$ cat config.mk
export PLATFORM = sky130hd
export DESIGN_NAME = mem8_responder
export DESIGN_NICKNAME = d
export VERILOG_FILES = /design/src/rtl/mem8_responder.sv
export SDC_FILE = /design/constraint.sdc
export NUM_CORES = 1
export LEC_CHECK = 0
export BUFFER_PORTS_ARGS = -buffer_cell sky130_fd_sc_hd__buf_2
export CAP_MARGIN = 20
export CORE_MARGIN = 4
export CORE_UTILIZATION = 60
export CTS_CLUSTER_DIAMETER = 30
export CTS_CLUSTER_SIZE = 10
export DETAILED_ROUTE_END_ITERATION = 10
export HOLD_SLACK_MARGIN = 0.12
export PLACE_DENSITY = 0.76
export SYNTH_ARGS = -nofsm -noshare
export SYNTH_HDL_FRONTEND = slang
export SYNTH_SLANG_ARGS = --single-unit
$ cat constraint.sdc
create_clock -name clk -period 3.1 [get_ports clk]
set_input_delay 0.31 -clock clk [delete_from_list [all_inputs] [get_ports clk]]
set_output_delay 0.31 -clock clk [all_outputs]
set_load 0.01 [all_outputs]
$ cat src/rtl/mem8_responder.sv
// ============================================================================
// Module   : mem8_responder
// Brief    : Wait-state memory target for the cpu8 bus: latches a request,
//            inserts WAIT cycles, then completes with a one-cycle ack.
// Revision : 1.0  initial release
// ============================================================================
`default_nettype none

module mem8_responder #(
    parameter int BW    = 8,
    parameter int DEPTH = 64,
    parameter int WAIT  = 2
) (
    input  logic          clk,
    input  logic          rstn,
    input  logic          req,
    input  logic          we,
    input  logic [BW-1:0] addr,
    input  logic [BW-1:0] wdata,
    output logic [BW-1:0] rdata,
    output logic          ack,
    output logic          err,
    output logic          busy
);

    localparam logic [1:0] ST_IDLE = 2'd0;
    localparam logic [1:0] ST_WAIT = 2'd1;
    localparam logic [1:0] ST_RESP = 2'd2;

    localparam int         AW      = (DEPTH > 1) ? $clog2(DEPTH) : 1;
    localparam logic [BW:0] c_DEPTH = (BW + 1)'(DEPTH);

    logic [1:0]    r_state;
    logic [3:0]    r_cnt;
    logic          r_we;
    logic [BW-1:0] r_addr;
    logic [BW-1:0] r_wdata;
    logic [BW-1:0] r_mem [DEPTH];

    logic          w_in_range;
    logic          w_access;
    logic [AW-1:0] w_idx;

    // Extra MSB keeps the range check correct when DEPTH equals 2**BW.
    assign w_in_range = ({1'b0, r_addr} < c_DEPTH);
    assign w_access   = (r_state == ST_WAIT) && (r_cnt == 4'd0);
    assign w_idx      = r_addr[AW-1:0];
    assign busy       = (r_state != ST_IDLE);

    // Storage has no reset; an async reset drops the state to IDLE, which
    // removes any pending write enable before the next edge.
    always_ff @(posedge clk) begin
        if (w_access && r_we && w_in_range) begin
            r_mem[w_idx] <= r_wdata;
        end
    end

    always_ff @(posedge clk or negedge rstn) begin
        if (!rstn) begin
            r_state <= ST_IDLE;
            r_cnt   <= 4'd0;
            r_we    <= 1'b0;
            r_addr  <= '0;
            r_wdata <= '0;
            rdata   <= '0;
            ack     <= 1'b0;
            err     <= 1'b0;
        end else begin
            case (r_state)
                ST_IDLE: begin
                    if (req) begin
                        r_we    <= we;
                        r_addr  <= addr;
                        r_wdata <= wdata;
                        r_cnt   <= 4'(WAIT);
                        r_state <= ST_WAIT;
                    end
                end
                ST_WAIT: begin
                    if (r_cnt != 4'd0) begin
                        r_cnt <= r_cnt - 4'd1;
                    end else begin
                        ack     <= 1'b1;
                        err     <= ~w_in_range;
                        r_state <= ST_RESP;
                        if (!r_we) begin
                            rdata <= w_in_range ? r_mem[w_idx] : '1;
                        end
                    end
                end
                ST_RESP: begin
                    ack     <= 1'b0;
                    err     <= 1'b0;
                    r_state <= ST_IDLE;
                end
                default: begin
                    r_state <= ST_IDLE;
                end
            endcase
        end
    end

endmodule

`default_nettype wire

==> run_results.csv, run 1 <==
group,metric,value,unit
outcome,status,"completed",
yosys,syn_inst,1210,
timing,slew_headroom,19.3,%
global_route,grt_overflow,0,
clock_network,worstSkewPairLatency,630,ps
yosys,synth-edff-count,512,
min_path,hp-class,"input pin to register",
placed_design,numPlacedInstances,1751,
worst_setup_path,worstSetupStartpointType,"register",
worst_setup_path,cp.arrival,3360,ps
timing,min_period,3040,ps
power_and_ir_drop,cell_internal_pwr,19.0,mW
clock_network,cts_made_buffers,96,
final_layout,fin_nets,1435,
worst_setup_path,required,3420,ps
yosys,netlist_area,21400,um^2
timing,worst_pin_slew,1210,ps
global_route,grt_usage,31.7,%
job,cap_violations,0,
placed_design,globalplace.congestion,0.986,
floorplan,fp-row-count,68,
timing,period_share,98.1,%
worst_setup_path,cp_slowest_cell,"nand2_1",
global_route,grt_pass1_wl,90300,um
drt,wire_per_inst,31.4,um
drt,via_per_inst,6.86,
yosys,ys_types,64,
clock_network,clk_path_buf_depth,3,
yosys,synth-seq-cells,545,
final_layout,fin_area,26500,um^2
final_layout,fin_util,75.8,%
final_layout,syn2layout_area_growth,23.6,%
yosys,synthArstFlopShare,6.06,%
worst_setup_path,cp-end-kind,"register",
drt,drcViolationCount,0,
drt,dr.pass1.iters,6,
floorplan,dieArea,38800,um^2
power_and_ir_drop,total_power,28.1,mW
floorplan,dieWidth,197,um
global_route,antenna_found_initial,1,
yosys,synth_ff_type,"edfxtp_1",
clock_network,cts-root-buf,"clkbuf_16",
yosys,yosysWarnings,0,
worst_setup_path,cp_cell_sequence,"inv_1, ha_1, or3b_1, nor2_1, and4_1, nand2_1, nor2_1, buf_4",
floorplan,die_y,197,um
global_route,grt_pass1_vias,13633,
power_and_ir_drop,power_density,1060,nW/um^2
yosys,synth-seq-area-share,75.7,%
timing,finalSetupViolations,0,
timing,max_freq,0.329,GHz
power_and_ir_drop,leakagePower,9.11,nW
global_route,grt_max_degree,66,
final_layout,drive_above_1_share,30.1,%
timing,drv_slew,0,
worst_setup_path,crit_top_cell,"nor2_1",
clock_network,h-tree-depth,3,
yosys,synth_fp_nets,1231,
final_layout,layout_common_cells,"512 x edfxtp_1, 128 x buf_4, 96 x clkbuf_16, 91 x nor2_1, 85 x nand2_1",
final_layout,final_common_cell,"edfxtp_1",
placed_design,portBuffers,30,
drt,vias,13361,
floorplan,core,34900,um^2
final_layout,fin_cells,1948,
final_layout,antennaDiodeCount,0,
drt,wl,61200,um
yosys,synth.avg_cell_area,17.7,um^2
timing,setup_tns,0,ps
clock_network,cts_tree,"built",
worst_setup_path,crit_path_max_incr_delay,470,ps
placed_design,dp_hpwl,34700,um
power_and_ir_drop,clkPwrFrac,39.2,%
power_and_ir_drop,netSwitchingFraction,32.6,%
timing,skew,19.7,ps
placed_design,placed_cell_area,22800,um^2
clock_network,path_clk_slew,50,ps
power_and_ir_drop,seqPwrFrac,35.2,%
power_and_ir_drop,p_comb_share,25.6,%
clock_network,clock-sinks,545,
worst_setup_path,critPathKind,"register to register",
timing,hold_viol,0,
timing,rsz0062_at_grt,"no",
floorplan,initial_core_util,61.4,%
power_and_ir_drop,ir_drop,0.813,mV
power_and_ir_drop,power.switching,9.19,mW
floorplan,io_pins,31,
drt,drt.antenna.violating_nets,0,
drt,drt_iter0_markers,2318,
worst_setup_path,path_max_fanout,8,
[registers in the layout, indices dropped and copies added, names as in the netlist]
signal,flops
r_cnt,4
err,1
r_we,1
rdata,8
r_mem,512
ack,1
r_wdata,8
r_state,2
r_addr,8
[per-stage QoR]
| step | hold slack [ps] | worst slack (ps) |
|---|---|---|
| finish | 224 | 58.4 |
| global route | 241 | 4.15 |
| CTS | 319 | 101 |
| detailed placement | 432 | 34.3 |
| global placement | 425 | 63.8 |
| floorplan | 14.4 | 724 |
[power by group through the flow]
stage	Combinational, mW	Sequential (mW)	Clock (mW)
finish	7.19	9.91	11.0
global route	7.44	9.94	11.5
CTS	6.93	9.88	11.1
detailed placement	6.70	10.0	0
global placement	6.59	10.0	0
floorplan	3.90	9.95	0
[synthesized netlist by cell type, types with 3 or more instances]
| cell type | count | area [um^2] |
|---|---|---|
| nand3b_1 | 3 | 22.5 |
| mux4_2 | 53 | 1190 |
| o22a_1 | 9 | 78.8 |
| nor3_1 | 4 | 20.0 |
| buf_2 | 39 | 195 |
| inv_1 | 9 | 33.8 |
| o221ai_1 | 4 | 35.0 |
| and4_1 | 3 | 26.3 |
| o211ai_1 | 3 | 22.5 |
| a31oi_1 | 19 | 119 |
| nand2b_1 | 5 | 31.3 |
| o22ai_1 | 16 | 100 |
| a211oi_1 | 6 | 45.0 |
| a22o_1 | 8 | 70.1 |
| clkbuf_1 | 26 | 97.6 |
| nor2b_1 | 9 | 56.3 |
| nand2_1 | 85 | 319 |
| a2111oi_2 | 3 | 45.0 |
| nor2_1 | 91 | 342 |
| a221oi_1 | 48 | 420 |
| dfrtp_1 | 33 | 826 |
| a221o_1 | 10 | 100 |
| and2_1 | 7 | 43.8 |
| buf_4 | 4 | 30.0 |
| mux2_2 | 49 | 552 |
| edfxtp_1 | 512 | 15400 |
| mux2i_1 | 32 | 320 |
| a32oi_1 | 6 | 52.6 |
| nand3_1 | 9 | 45.0 |
| buf_6 | 7 | 78.8 |
| a21oi_1 | 12 | 60.1 |
| o21ai_0 | 16 | 80.1 |
| a22oi_1 | 34 | 255 |
[worst max-delay path: cells and delay by family, from the launching register on]
kind,cells,cell delay (ps)
flip-flops,1,400
buffers and inverters,2,290
AND/OR/NAND/NOR,5,1910
adder cells (fa/ha/maj),1,150
[worst paths after layout]
| path | startpoint | end | slack (ps) | cells after the start |
|---|---|---|---|---|
| worst max-delay path | r_cnt[0] | r_mem[18][5] | 60 | 8 |
| worst min-delay path | req | r_addr[7] | 220 | 4 |
| worst max register to register | r_cnt[0] | r_mem[18][5] | 60 | 8 |
| worst min register to register | r_addr[7] | r_addr[7] | 490 | 2 |
| max in group asynchronous | rstn | r_addr[1] | 2190 | 2 |
| min in group asynchronous | rstn | r_state[0] | 320 | 2 |
[cell type report]
cell class / instances / area (um^2)
Clock buffer: 103 / 2450
Clock inverter: 74 / 966
Timing Repair Buffer: 184 / 1450
Fill cell: 1851 / 8430
Inverter: 10 / 37.5
Tap cell: 455 / 569
Sequential cell: 545 / 16200
Multi-Input combinational cell: 577 / 4760
[metal layers]
layer  up-vias  global-route usage, %  wire [um]
met5         -                      0          0
met4         0                   13.1       3020
met3       252                   9.69       7600
met2      1112                   48.8      28900
met1      6673                   43.0      21700
li1       5324                      -          -
[what timing repair did]
action                                  CTS  global route
endpoints found under the setup margin    1             2
hold buffers                             18             0
hold endpoints to repair                 50             0
resized for setup                         2             1
setup buffers                             1             0
[kinds of logic (layout without fill, tap and decap cells)]
kind of cell    after synthesis  in the layout  synth area share, %
buf+inv                      88            371                 2.14
mux                         137            137                 9.88
compound gates              202            202                 7.26
xor+xnor                      2              2               0.0818
simple gates                235            235                 4.91
flops                       545            545                 75.7
fa+ha+maj                     1              1               0.0584
(Power assumes the default switching activity.)
==> run 2: changes to the inputs <==
--- a/config.mk
+++ b/config.mk
@@ -12,7 +12,7 @@
 export CTS_CLUSTER_DIAMETER = 30
 export CTS_CLUSTER_SIZE = 10
 export DETAILED_ROUTE_END_ITERATION = 10
-export HOLD_SLACK_MARGIN = 0.12
+export HOLD_SLACK_MARGIN = 0.05
 export PLACE_DENSITY = 0.76
 export SYNTH_ARGS = -nofsm -noshare
 export SYNTH_HDL_FRONTEND = slang
==> constraint.sdc (replaced) <==
create_clock -name clk -period 3.35 [get_ports clk]
set_input_delay 0.335 -clock clk [delete_from_list [all_inputs] [get_ports clk]]
set_output_delay 0.335 -clock clk [all_outputs]
set_load 0.01 [all_outputs]
==> run 2 against run 1 <==
Effect of this change: combinational power fell by 13%; core utilization fell by 0.61 points; largest power group unchanged; first-iteration DRC count decreased by 15%; clock skew rose by 9.1 ps; critical path depth is 2 lower; clock power shrank 11%; design area is 0.80% lower; register-to-register slack gained 150 ps; final cell count down 0.56%; routed wire length is 3.1% lower.
==> run_results.csv, run 2 (synthesis results as in run 1) <==
group,metric,value,unit
outcome,status,"completed",
floorplan,dieArea,38800,um^2
placed_design,portBuffers,30,
final_layout,largest_reg_flops,512,
drt,wire_per_inst,30.6,um
floorplan,initial_core_util,61.4,%
clock_network,h-tree-depth,3,
power_and_ir_drop,total_power,25.4,mW
final_layout,antennaDiodeCount,0,
min_path,hp-class,"input pin to register",
drt,drcViolationCount,0,
clock_network,clock-sinks,545,
final_layout,layout_common_cells,"512 x edfxtp_1, 125 x buf_4, 99 x clkbuf_16, 91 x nor2_1, 85 x nand2_1",
global_route,grt_usage,30.9,%
global_route,grt_overflow,0,
timing,slew_headroom,38.6,%
timing,finalSetupViolations,0,
worst_setup_path,critPathLaunch,"r_addr[0]",
timing,hold_viol,0,
drt,via_per_inst,6.79,
worst_setup_path,cp.arrival,3450,ps
worst_setup_path,path_max_fanout,22,
clock_network,cts-root-buf,"clkbuf_16",
global_route,grt_max_degree,66,
timing,period_share,93.9,%
drt,drt_iter0_markers,1963,
timing,setup_tns,0,ps
placed_design,dp_hpwl,34100,um
placed_design,globalplace.congestion,0.955,
clock_network,worstSkewPairLatency,620,ps
clock_network,clk_path_buf_depth,3,
final_layout,num-fill-cells,1884,
worst_setup_path,crit_top_cell,"buf_4",
worst_setup_path,cp_slowest_cell,"dfrtp_4",
power_and_ir_drop,ir_drop,0.822,mV
timing,worst_pin_slew,922,ps
job,cap_violations,0,
global_route,antenna_found_initial,0,
worst_setup_path,worstSetupStartpointType,"register",
worst_setup_path,required,3660,ps
final_layout,registers.top_by_ff_count,"r_mem",
global_route,grt_pass1_wl,88100,um
power_and_ir_drop,power_density,968,nW/um^2
clock_network,cts_tree,"built",
floorplan,dieWidth,197,um
drt,dr.pass1.iters,6,
placed_design,place_ws,384,ps
worst_setup_path,critPathKind,"register to register",
timing,drv_slew,0,
drt,wl,59300,um
final_layout,fin_area,26200,um^2
clock_network,cts_made_buffers,94,
worst_setup_path,rr_startpoint,"r_addr[0]",
timing,skew,28.8,ps
worst_setup_path,crit_path_max_incr_delay,680,ps
final_layout,final_common_cell,"edfxtp_1",
timing,rsz0062_at_grt,"no",
floorplan,die_y,197,um
worst_setup_path,cp-end-kind,"register",
final_layout,syn2layout_area_growth,22.6,%
floorplan,core,34900,um^2
global_route,grt_pass1_vias,13214,
floorplan,io_pins,31,
timing,min_period,3150,ps
floorplan,fp-row-count,68,
final_layout,drive_above_1_share,29.5,%
placed_design,placed_cell_area,22800,um^2
drt,vias,13157,
final_layout,fin_nets,1428,
power_and_ir_drop,leakagePower,9.00,nW
min_path,worstHoldStart,"req",
drt,drt.antenna.violating_nets,0,
clock_network,path_clk_slew,50,ps
worst_setup_path,cp_cell_sequence,"buf_4, nor2b_2, buf_4, nand2_1, nor2_1, buf_4",
timing,worst_slack,204,ps
timing,max_freq,0.318,GHz
## run 2: metal layers
layer  part of all wire (%)  vias to the layer above  wire [um]  GRT usage, %
met5                      0                        -          0             0
met4                    5.2                        0       3090          13.8
met2                     47                     1069      27800          46.9
li1                       -                     5312          -             -
met3                     12                      222       7030          7.93
met1                     36                     6554      21400          43.1
## run 2: stage by stage
| stage | util (%) | instances | hold WS, ps |
|---|---|---|---|
| 3_3_place_gp | 65.3 | 1747 | 443 |
| 3_5_place_dp | 65.3 | 1747 | 455 |
| 5_1_grt | 75.2 | 1937 | 170 |
| 2_1_floorplan | - | 1210 | 39.4 |
| 6_report | 75.2 | 1937 | 145 |
| 4_1_cts | 75.2 | 1936 | 292 |
## run 2: report_power, final
group	leakage (nW)	internal, mW	switching [mW]
registers	5.02	8.54	0.862
logic	2.41	2.24	3.99
clock network	1.58	6.45	3.32
## run 2: final timing paths
check | end | slack (ps) | depth (start not counted)
max | r_mem[17][4] | 200 | 6
min | r_we | 140 | 4
max reg2reg | r_mem[17][4] | 200 | 6
min reg2reg | r_addr[7] | 500 | 2
max in group asynchronous | r_addr[2] | 2420 | 2
min in group asynchronous | r_wdata[0] | 340 | 2
## run 2: worst max-delay path: cells and delay by family (launching register included)
kind	cells	cell delay, ps
flip-flops	1	680
AND/OR/NAND/NOR	3	1340
buffers and inverters	3	790
## run 2: what timing repair did
action                                 CTS  global route
endpoints found under the hold margin   50             0
setup buffers                            0             0
hold buffers                            18             0
resized for setup                        0             0
## run 2: final cells by class
cell class | count | area, um^2 | share of cell area, %
Tap cell | 455 | 569 | 2.17
Multi-Input combinational cell | 577 | 4760 | 18.1
Sequential cell | 545 | 16200 | 61.8
Clock buffer | 115 | 2600 | 9.90
Inverter | 10 | 37.5 | 0.143
Timing Repair Buffer | 179 | 1380 | 5.26
Clock inverter | 56 | 683 | 2.60
==> run 3: changes to the inputs <==
--- a/config.mk
+++ b/config.mk
@@ -12,6 +12,7 @@
 export CTS_CLUSTER_DIAMETER = 30
 export CTS_CLUSTER_SIZE = 10
 export DETAILED_ROUTE_END_ITERATION = 10
+export GPL_TIMING_DRIVEN = 0
 export HOLD_SLACK_MARGIN = 0.05
 export PLACE_DENSITY = 0.76
 export SYNTH_ARGS = -nofsm -noshare
==> run 3 against run 2 <==
Effect of this change: the flow now finishes with violations (setup timing); first-iteration DRC count rose by 28%; critical endpoint is now r_mem[28][2]; design area shrank 0.66%; via count increased by 4.4%; worst setup slack worse by 380 ps; highest routed layer unchanged.
==> run_results.csv, run 3 (synthesis results as in run 1) <==
group,metric,value,unit
outcome,status,"finished, violations left",
outcome,violations,"setup timing",
drt,drt.antenna.violating_nets,0,
min_path,min_path_cells,4,
final_layout,fin_nets,1386,
clock_network,cts_setup_buffers,0,
clock_network,worstSkewPairLatency,630,ps
timing,period_share,105,%
final_layout,fin_cells,1902,
final_layout,drive_above_1_share,28.9,%
timing,slew_headroom,21.6,%
global_route,grt_pass1_wl,96600,um
drt,dr.pass1.iters,5,
floorplan,die_y,197,um
clock_network,clock-sinks,545,
worst_setup_path,crit_top_cell,"buf_2",
worst_setup_path,rr_startpoint,"r_addr[2]",
final_layout,fin_util,74.7,%
min_path,worstHoldStart,"req",
min_path,hp-class,"input pin to register",
floorplan,io_pins,31,
worst_setup_path,required,3610,ps
placed_design,portBuffers,30,
floorplan,fp-row-count,68,
timing,hold_viol,0,
drt,drt_iter0_markers,2511,
final_layout,syn2layout_area_growth,21.8,%
final_layout,final_common_cell,"edfxtp_1",
drt,via_per_inst,7.22,
drt,vias,13738,
power_and_ir_drop,ir_drop,1.05,mV
floorplan,dieArea,38800,um^2
timing,max_freq,0.284,GHz
worst_setup_path,cp_top_family,"simple AND/OR/NAND/NOR gates",
clock_network,clk_path_buf_depth,3,
worst_setup_path,crit_path_max_incr_delay,720,ps
floorplan,core,34900,um^2
final_layout,registers.top_by_ff_count,"r_mem",
clock_network,cts-root-buf,"clkbuf_16",
min_path,hold_end,"r_addr[6]",
timing,skew,19.8,ps
global_route,grt_usage,35.3,%
power_and_ir_drop,power_density,1030,nW/um^2
worst_setup_path,path_max_fanout,10,
floorplan,dieWidth,197,um
worst_setup_path,regToRegSetupSlack,-180,ps
drt,wl,68200,um
worst_setup_path,cp_cell_sequence,"buf_6, buf_4, buf_2, buf_2, and4_1, nand2_1, nor2_2",
worst_setup_path,cp-end-kind,"register",
clock_network,path_clk_slew,50,ps
placed_design,numPlacedInstances,1703,
drt,drcViolationCount,0,
global_route,antenna_found_initial,1,
drt,wire_per_inst,35.8,um
timing,worst_slack,-176,ps
final_layout,layout_common_cells,"512 x edfxtp_1, 99 x clkbuf_16, 85 x nand2_1, 69 x buf_2, 53 x mux4_2",
placed_design,dp_hpwl,40800,um
global_route,grt_overflow,0,
timing,finalSetupViolations,176,
worst_setup_path,worstSetupStartpointType,"register",
clock_network,cts_tree,"built",
clock_network,cts_made_buffers,97,
worst_setup_path,critPathKind,"register to register",
worst_setup_path,path_buf_inv,4,
worst_setup_path,reg2reg_depth,7,
power_and_ir_drop,leakagePower,8.74,nW
worst_setup_path,cp_slowest_cell,"nor2_2",
worst_setup_path,cp.arrival,3780,ps
global_route,grt_max_degree,50,
timing,min_period,3530,ps
timing,worst_pin_slew,1170,ps
timing,rsz0062_at_grt,"yes",
placed_design,place_ws,-180,ps
final_layout,largest_reg_flops,512,
timing,drv_slew,0,
global_route,grt_pass1_vias,13624,
placed_design,globalplace.congestion,1.05,
floorplan,initial_core_util,61.4,%
job,cap_violations,0,
worst_setup_path,worstReg2RegEnd,"r_mem[28][2]",
clock_network,h-tree-depth,3,
run 3: cell count changes in the layout (fill, tap and decap cells not counted), moves of 4 or more:
| cell | previous run | this run |
|---|---|---|
| buf_2 | 30 | 69 |
| buf_4 | 125 | 4 |
| buf_6 | 1 | 7 |
| bufinv_16 | 12 | 18 |
| clkbuf_1 | 10 | 33 |
| clkinv_1 | 7 | 13 |
| clkinv_4 | 5 | 9 |
| clkinvlp_4 | 11 | 6 |
| nor2_1 | 91 | 39 |
| nor2_2 | 1 | 50 |
run 3: power by group:
group	internal [mW]	switching, mW	total [mW]
clock network	6.87	3.44	10.3
registers	8.52	0.584	9.10
logic	2.27	5.18	7.44
total	17.7	9.20	26.9
run 3: repair_timing:
action / CTS / global route
gates resized for setup: 14 / 42
hold buffers: 18 / 0
endpoints found under the setup margin: 232 / 416
endpoints found under the hold margin: 50 / 0
run 3: routing by layer:
metal  up-vias  share of wire, %  GRT usage, %
li1       5224                 -             -
met1      6845                34          47.5
met2      1367                45          52.4
met3       302                15          11.1
met4         0               6.5          18.8
met5         -                 0             0
run 3: final cells by class:
cell class                 count  area [um^2]
tap                          455          569
timing repair buffer          56          490
inverter                      10         37.5
fill                        1907         8810
sequential                   545        16200
antenna                        1         2.50
multi-input combinational    577         4890
clock buffer                 111         2560
buffer                        78          422
clock inverter                69          883
run 3: worst reg2reg max path: stages (launching register included):
cell	delay, ps
dfrtp_1	330
buf_6	130
buf_4	210
buf_2	380
buf_2	430
and4_1	310
nand2_1	640
nor2_2	730
run 3: per-stage QoR:
| stage | instance area, um^2 | TNS, ps | total power [mW] | hold slack, ps |
|---|---|---|---|---|
| 5_1_grt | 26100 | -28440 | 27.3 | 217 |
| 2_1_floorplan | 21400 | 0 | 12.8 | 39.4 |
| 3_5_place_dp | 22300 | -19150 | 16.0 | 464 |
| 3_3_place_gp | 22100 | -11820 | 15.8 | 460 |
| 6_report | 26100 | -17760 | 26.9 | 189 |
| 4_1_cts | 26000 | -2230 | 26.3 | 155 |
run 3: how the worst max path moves through the flow:
stage,startpoint,slack [ps],depth (start not counted),to
floorplan,r_cnt[0],970,7,r_mem[61][0]
global placement,r_addr[0],-170,6,r_mem[1][4]
detailed placement,r_addr[0],-180,6,r_mem[1][4]
CTS,r_cnt[0],-50,7,r_mem[52][1]
global route,r_addr[0],-250,6,r_mem[39][4]
finish,r_addr[2],-180,7,r_mem[28][2]
